**src/rtl/switch_debouncer.sv**
```systemverilog
// Per-bit slide-switch conditioner: 2-flop synchronizer, stability counter,
// registered debounced level plus one-cycle rise/fall pulses and a busy flag.
module switch_debouncer #(
    parameter int WIDTH         = 10,
    parameter int STABLE_CYCLES = 1_000_000
) (
    input  logic             clk,
    input  logic             rst,
    input  logic [WIDTH-1:0] sw_raw,
    output logic [WIDTH-1:0] sw_db,
    output logic [WIDTH-1:0] sw_rise,
    output logic [WIDTH-1:0] sw_fall,
    output logic [WIDTH-1:0] busy
);

    localparam int               CNT_W    = $clog2(STABLE_CYCLES + 1);
    localparam logic [CNT_W-1:0] CNT_LAST = CNT_W'(STABLE_CYCLES - 1);
    localparam logic [CNT_W-1:0] CNT_ONE  = CNT_W'(1);

    // A channel is counting whenever its synchronized level disagrees with
    // the accepted level; there is no other per-channel state to remember.
    typedef enum logic {
        CH_IDLE,
        CH_COUNT
    } ch_state_e;

    logic [WIDTH-1:0] s1_q;
    logic [WIDTH-1:0] s2_q;
    logic [WIDTH-1:0] db_q,   db_d;
    logic [WIDTH-1:0] rise_q, rise_d;
    logic [WIDTH-1:0] fall_q, fall_d;
    logic [WIDTH-1:0] busy_q, busy_d;
    logic [CNT_W-1:0] cnt_q [WIDTH];
    logic [CNT_W-1:0] cnt_d [WIDTH];
    ch_state_e        ch_state [WIDTH];

    // NOTE: every output of this block is assigned a default before any
    // branch, so no path leaves a signal unassigned and no latch is inferred.
    always_comb begin
        db_d   = db_q;
        rise_d = '0;
        fall_d = '0;
        busy_d = '0;
        for (int i = 0; i < WIDTH; i++) begin
            cnt_d[i]    = '0;
            ch_state[i] = (s2_q[i] != db_q[i]) ? CH_COUNT : CH_IDLE;

            if (ch_state[i] == CH_COUNT) begin
                if (cnt_q[i] == CNT_LAST) begin
                    db_d[i]   = s2_q[i];
                    rise_d[i] = s2_q[i];
                    fall_d[i] = ~s2_q[i];
                end else begin
                    cnt_d[i] = cnt_q[i] + CNT_ONE;
                end
            end

            // s1 becomes next cycle's s2, so this flags the channel as
            // counting for every cycle it spends in CH_COUNT.
            busy_d[i] = (s1_q[i] != db_d[i]);
        end
    end

    // NOTE: sequential state uses non-blocking assignments so every flop
    // samples the pre-edge value of its neighbours (s1 -> s2 shift relies on it).
    always_ff @(posedge clk) begin
        if (rst) begin
            s1_q   <= '0;
            s2_q   <= '0;
            db_q   <= '0;
            rise_q <= '0;
            fall_q <= '0;
            busy_q <= '0;
            // NOTE: the counter array is a handful of flops, not a RAM, so it
            // is cleared with the rest; this is what discards a pending change.
            for (int i = 0; i < WIDTH; i++) begin
                cnt_q[i] <= '0;
            end
        end else begin
            s1_q   <= sw_raw;
            s2_q   <= s1_q;
            db_q   <= db_d;
            rise_q <= rise_d;
            fall_q <= fall_d;
            busy_q <= busy_d;
            for (int i = 0; i < WIDTH; i++) begin
                cnt_q[i] <= cnt_d[i];
            end
        end
    end

    assign sw_db   = db_q;
    assign sw_rise = rise_q;
    assign sw_fall = fall_q;
    assign busy    = busy_q;

endmodule

```
**config.mk**
```make
export PLATFORM = sky130hd
export DESIGN_NAME = switch_debouncer
export DESIGN_NICKNAME = d
export VERILOG_FILES = /design/src/rtl/switch_debouncer.sv
export SDC_FILE = /design/constraint.sdc
export NUM_CORES = 1
export LEC_CHECK = 0
export ABC_AREA = 1
export CAP_MARGIN = 20
export CORE_ASPECT_RATIO = 1.2
export CORE_MARGIN = 4
export CORE_UTILIZATION = 40
export CTS_CLUSTER_SIZE = 8
export DETAILED_ROUTE_END_ITERATION = 16
export PLACE_DENSITY = 0.66
export RECOVER_POWER = 100
export SLEW_MARGIN = 20
export SYNTH_ARGS = -nofsm -noshare
export SYNTH_HDL_FRONTEND = slang
export SYNTH_SLANG_ARGS = --single-unit
```
**constraint.sdc**
```tcl
create_clock -name clk -period 2.2 [get_ports clk]
set_clock_uncertainty 0.2 [all_clocks]
set_input_delay 0.22 -clock clk [delete_from_list [all_inputs] [get_ports clk]]
set_output_delay 0.22 -clock clk [all_outputs]
set_load 0.02 [all_outputs]
```
* Word level (Yosys, flattened, before mapping)
Memory sizes are Yosys's and may differ from the RTL's.
Index checks and enable logic that the tools add are counted.
** Operators by class
- $add $sub $neg :: 10
- Equal/unequal tests :: 30
- Multiplexer cells :: 63
- Bitwise gates (word level) :: 40
- Reductions and logical operators :: 10
** Operators by type and width (number)
- $mux W20 :: 30
- $add A20 B1 Y20 const B :: 10
- $eq A20 B20 Y1 const B :: 10
- $mux W1 :: 33
- $not A1 Y1 :: 30
- $reduce_or A3 Y1 :: 10
- $ne A1 B1 Y1 :: 20
- $or A1 B1 Y1 :: 10
** Word-level totals
- Register bits :: 60
- RAM bits :: 200
- Bits of input ports :: 12
- Output and inout bits :: 40
- Word-level logic and storage cells :: 178
- Memories :: 1
** Memories
- cnt_q :: depth 10, width 20, rd ports 10, clocked after Yosys merged registers in 0, write ports 10, line 33 : logic [CNT_W-1:0] cnt_q [WIDTH];

* Longest topological paths before layout
- Depth after elaboration :: 4
- Gate-level depth with buffers :: 10

* Least setup slack after synthesis
OpenSTA, ideal clock, no wires.
- Kind :: reg2reg
- Start point :: memory cnt_q[6][0] (netlist bit)
- End point :: memory cnt_q[6][13] (netlist bit)
- Setup time :: 0.115 ns
- Arrival time :: 1.332 ns
- Data required time :: 1.885 ns
- Slack :: 0.553 ns
- Stages on the path, launching flop included :: 8
- Buffers on the path :: 1
- Cell sequence :: dfxtp_1 ha_1 nand3_2 nor2_2 nand3_2 nand2_4 buf_6 nor2_1
** RTL lines (line)
- from (decl) :: 33

* Worst setup path after layout
- Start point :: register db_q[8] (netlist: sw_db[8])
- End point :: output port sw_db[8]
** RTL lines
- from (decl) :: line 29 : logic [WIDTH-1:0] db_q, db_d;
- from (signal assigned) :: line 70 : db_q <= '0;
- from (signal assigned) :: line 82 : db_q <= db_d;
- to (decl) :: line 10 : output logic [WIDTH-1:0] sw_db,
No word-level cell between the ends.

==> results.md <==
- Outcome: complete, no violations
- Pint: 7.95 mW
- Clk_lat worst skew: 500 ps
- Buffer and inverter count on the worst path: 1
- Crit-path cells: clkdlybuf4s50_1
- Yosys warns: 0
- Io pins: 52
- CTS Buf Count: 38
- Drt drc: 0
- Comb power frac: 1.7%
- Hold_buf cts: 1
- Setup Fix Bufs, Post-CTS: 0
- Antenna cell count: 0
- Top layer in use: met4
- First-pass GRT wire length: 51000 um
- Critical Path Max Stage Delay: 670 ps
- Req. time, crit path: 1780 ps
- Number of core rows: 72
- First-pass DRT Iterations: 8
- Max_slew headroom: 67.3%
- DRT Wirelength: 29100 um
- Final TNS setup: 0 ps
- Number of fill cells in the layout: 3256
- Total power: 10.0 mW
- Fin util: 46.2%
- Sw frac: 20.6%
- Share of post-route cells with drive strength above 1: 7.34%
- GRT overflow: 0
- Largest net degree at the start of global routing: 38
- Gpl congestion: 0.909
- Antenna violations before repair: 0
- Clk sinks: 260
- Fin cells: 2396
- Critical path arrival: 1660 ps
- DIE HEIGHT: 206 um
- Most common cell after layout, fill and taps aside: nor2_1
- Number of global-route vias before repair: 11.5k
- R2R cell count: 7
- CTS Buffer Depth: 3
- Routed length on met3: 1020 um
- RSZ-0062 raised after global routing: false
- Power share of the clock group: 50.7%
- Leak: 4.91 nW
- Core Region: 32300 sq um
- Max Clock Freq: 480 MHz
- Mapped Cells: 1908
- Initial Util: 40.6%
- Delay-heaviest family, CP: buffers and inverters
- Crit path max fanout: 7
- Die Wd: 173 um
- CTS tree: yes
- Vias: 11.8k
- Post-CTS sizing: 0
- Final worst-path cycle share: 94.7%
- H-tree depth: 2
- Pwr dens: 670 nW/um^2
- Crit path depth: 1
- Avg Cell Area, Syn: 6.88 sq um
- Hold Path Cell Cnt: 3
- Hold Crit Class: in -> reg
- Final hold slack: 30.7 ps
- # setup viols final: 0
- WL met2: 14000 um
- Die ar.: 35800 sq um
- Detail Route Antenna Nets: 0
- Syn_nets: 1930
- Clk slew on worst S/H paths: 50 ps
- Worst Setup Start Kind: flip-flop
- Post-layout min period: 2080 ps
- Final hold vios: 0
- #FFs+latches synth: 260
- CP Capture Type: primary output
- DRT iter0 DRCs: 571
- Seq/Total Area, Yosys: 39.6%
- Switching pwr: 2.06 mW
- Sequential share of power: 47.6%
- Placed insts: 2352
- Cell Area, Synth: 13100 sq um
- Area growth, synth to finish: 13.9%
- Slew @ Worst Pin: 486 ps
- Vias per inst: 4.92
- Global Route Usage Sum: 16.3%
- Max Cap Viol: 0
- HPWL after detailed placement: 21400 um
- Fin. max-slew vios: 0
- Critical path type: reg -> out
- Nets: 2008
- Clock Tree Root: clkbuf_16
- M1 WL: 13200 um
- Buffers on Ports: 51
- Routed wire per std cell: 12.2 um
- Most frequent cells in the layout: nor2_1, nand2_1, dfxtp_1
- Max IR drop VDD: 0.560 mV
- Slowest CP cell: clkdlybuf4s50_1
- Yosys cell types: 41
## state kept, by name (all words and copies together), names as in the netlist
name / flops
busy: 10
cnt_q: 200
s1_q: 10
s2_q: 10
sw_db: 10
sw_fall: 10
sw_rise: 10
## layer usage
metal  vias to the layer above  GRT usage, %
met4                         0          5.96
li1                       6236             -
met5                         -             0
met2                       175          29.7
met3                        67          2.74
met1                      5315          19.4
## power by group through the flow
stage          clock [mW]  sequential (mW)  combinational, mW
2_1_floorplan           0             4.87             0.0965
3_5_place_dp            0             4.86              0.173
3_3_place_gp            0             4.86              0.171
5_1_grt              5.46             4.76              0.188
4_1_cts              5.26             4.77              0.175
6_report             5.08             4.77              0.166
## through the flow
step | setup slack (ps) | cell area, sq um
after floorplan | 553 | 13100
after global placement | 405 | 14100
after detailed placement | 347 | 14100
after CTS | 86.5 | 15100
after global routing | 38.3 | 15000
final | 117 | 15000
## area by class of cell
class                           instances  area, sq um  share of cell area [%]
Timing Repair Buffer                   61          586                    3.92
Inverter                              237          891                    5.96
Clock buffer                           42          997                    6.67
Clock inverter                          1         8.76                  0.0586
Tap cell                              407          509                    3.41
Sequential cell                       260         5200                    34.8
Multi-Input combinational cell       1388         6760                    45.2
## kinds of logic (layout without fill, tap and decap cells)
group / Yosys count / count (layout) / synth area share, %
AND/OR/NAND/NOR: 1198 / 1198 / 42.3
adder cells (fa/ha/maj): 10 / 10 / 0.953
flip-flops: 260 / 260 / 39.6
buffers and inverters: 260 / 341 / 7.96
AO/OA/AOI/OAI: 106 / 106 / 4.20
XOR/XNOR: 74 / 74 / 4.94
## worst paths after layout
kind,from,endpoint,slack (ps)
worst max-delay path,sw_db[8],sw_db[8],120
worst max register to register,cnt_q[7][0],cnt_q[7][10],210
worst min-delay path,sw_raw[9],s1_q[9],30
worst min register to register,cnt_q[5][0],cnt_q[5][0],240
## synth_stat cells (all sizes together)
| library cell | count | area [sq um] |
|---|---|---|
| nor2 | 453 | 1830 |
| nand2 | 383 | 1510 |
| dfxtp | 260 | 5200 |
| inv | 236 | 886 |
| nand3 | 152 | 896 |
| nor3 | 90 | 524 |
| a21oi | 73 | 373 |
| nand4 | 66 | 419 |
| xor2 | 54 | 473 |
| o21ai | 25 | 125 |
| buf | 21 | 146 |
| xnor2 | 20 | 175 |
| or2 | 16 | 100 |
| nor4 | 15 | 93.8 |
| nor3b | 13 | 113 |
| ha | 10 | 125 |
| nand3b | 9 | 67.6 |
| a31oi | 5 | 31.3 |
| clkbuf | 2 | 7.51 |
| and3 | 1 | 6.26 |
| clkinv | 1 | 5.00 |
| o211ai | 1 | 7.51 |
| o21a | 1 | 7.51 |
| o21bai | 1 | 7.51 |
No activity file was read; power rests on OpenSTA's default activity.
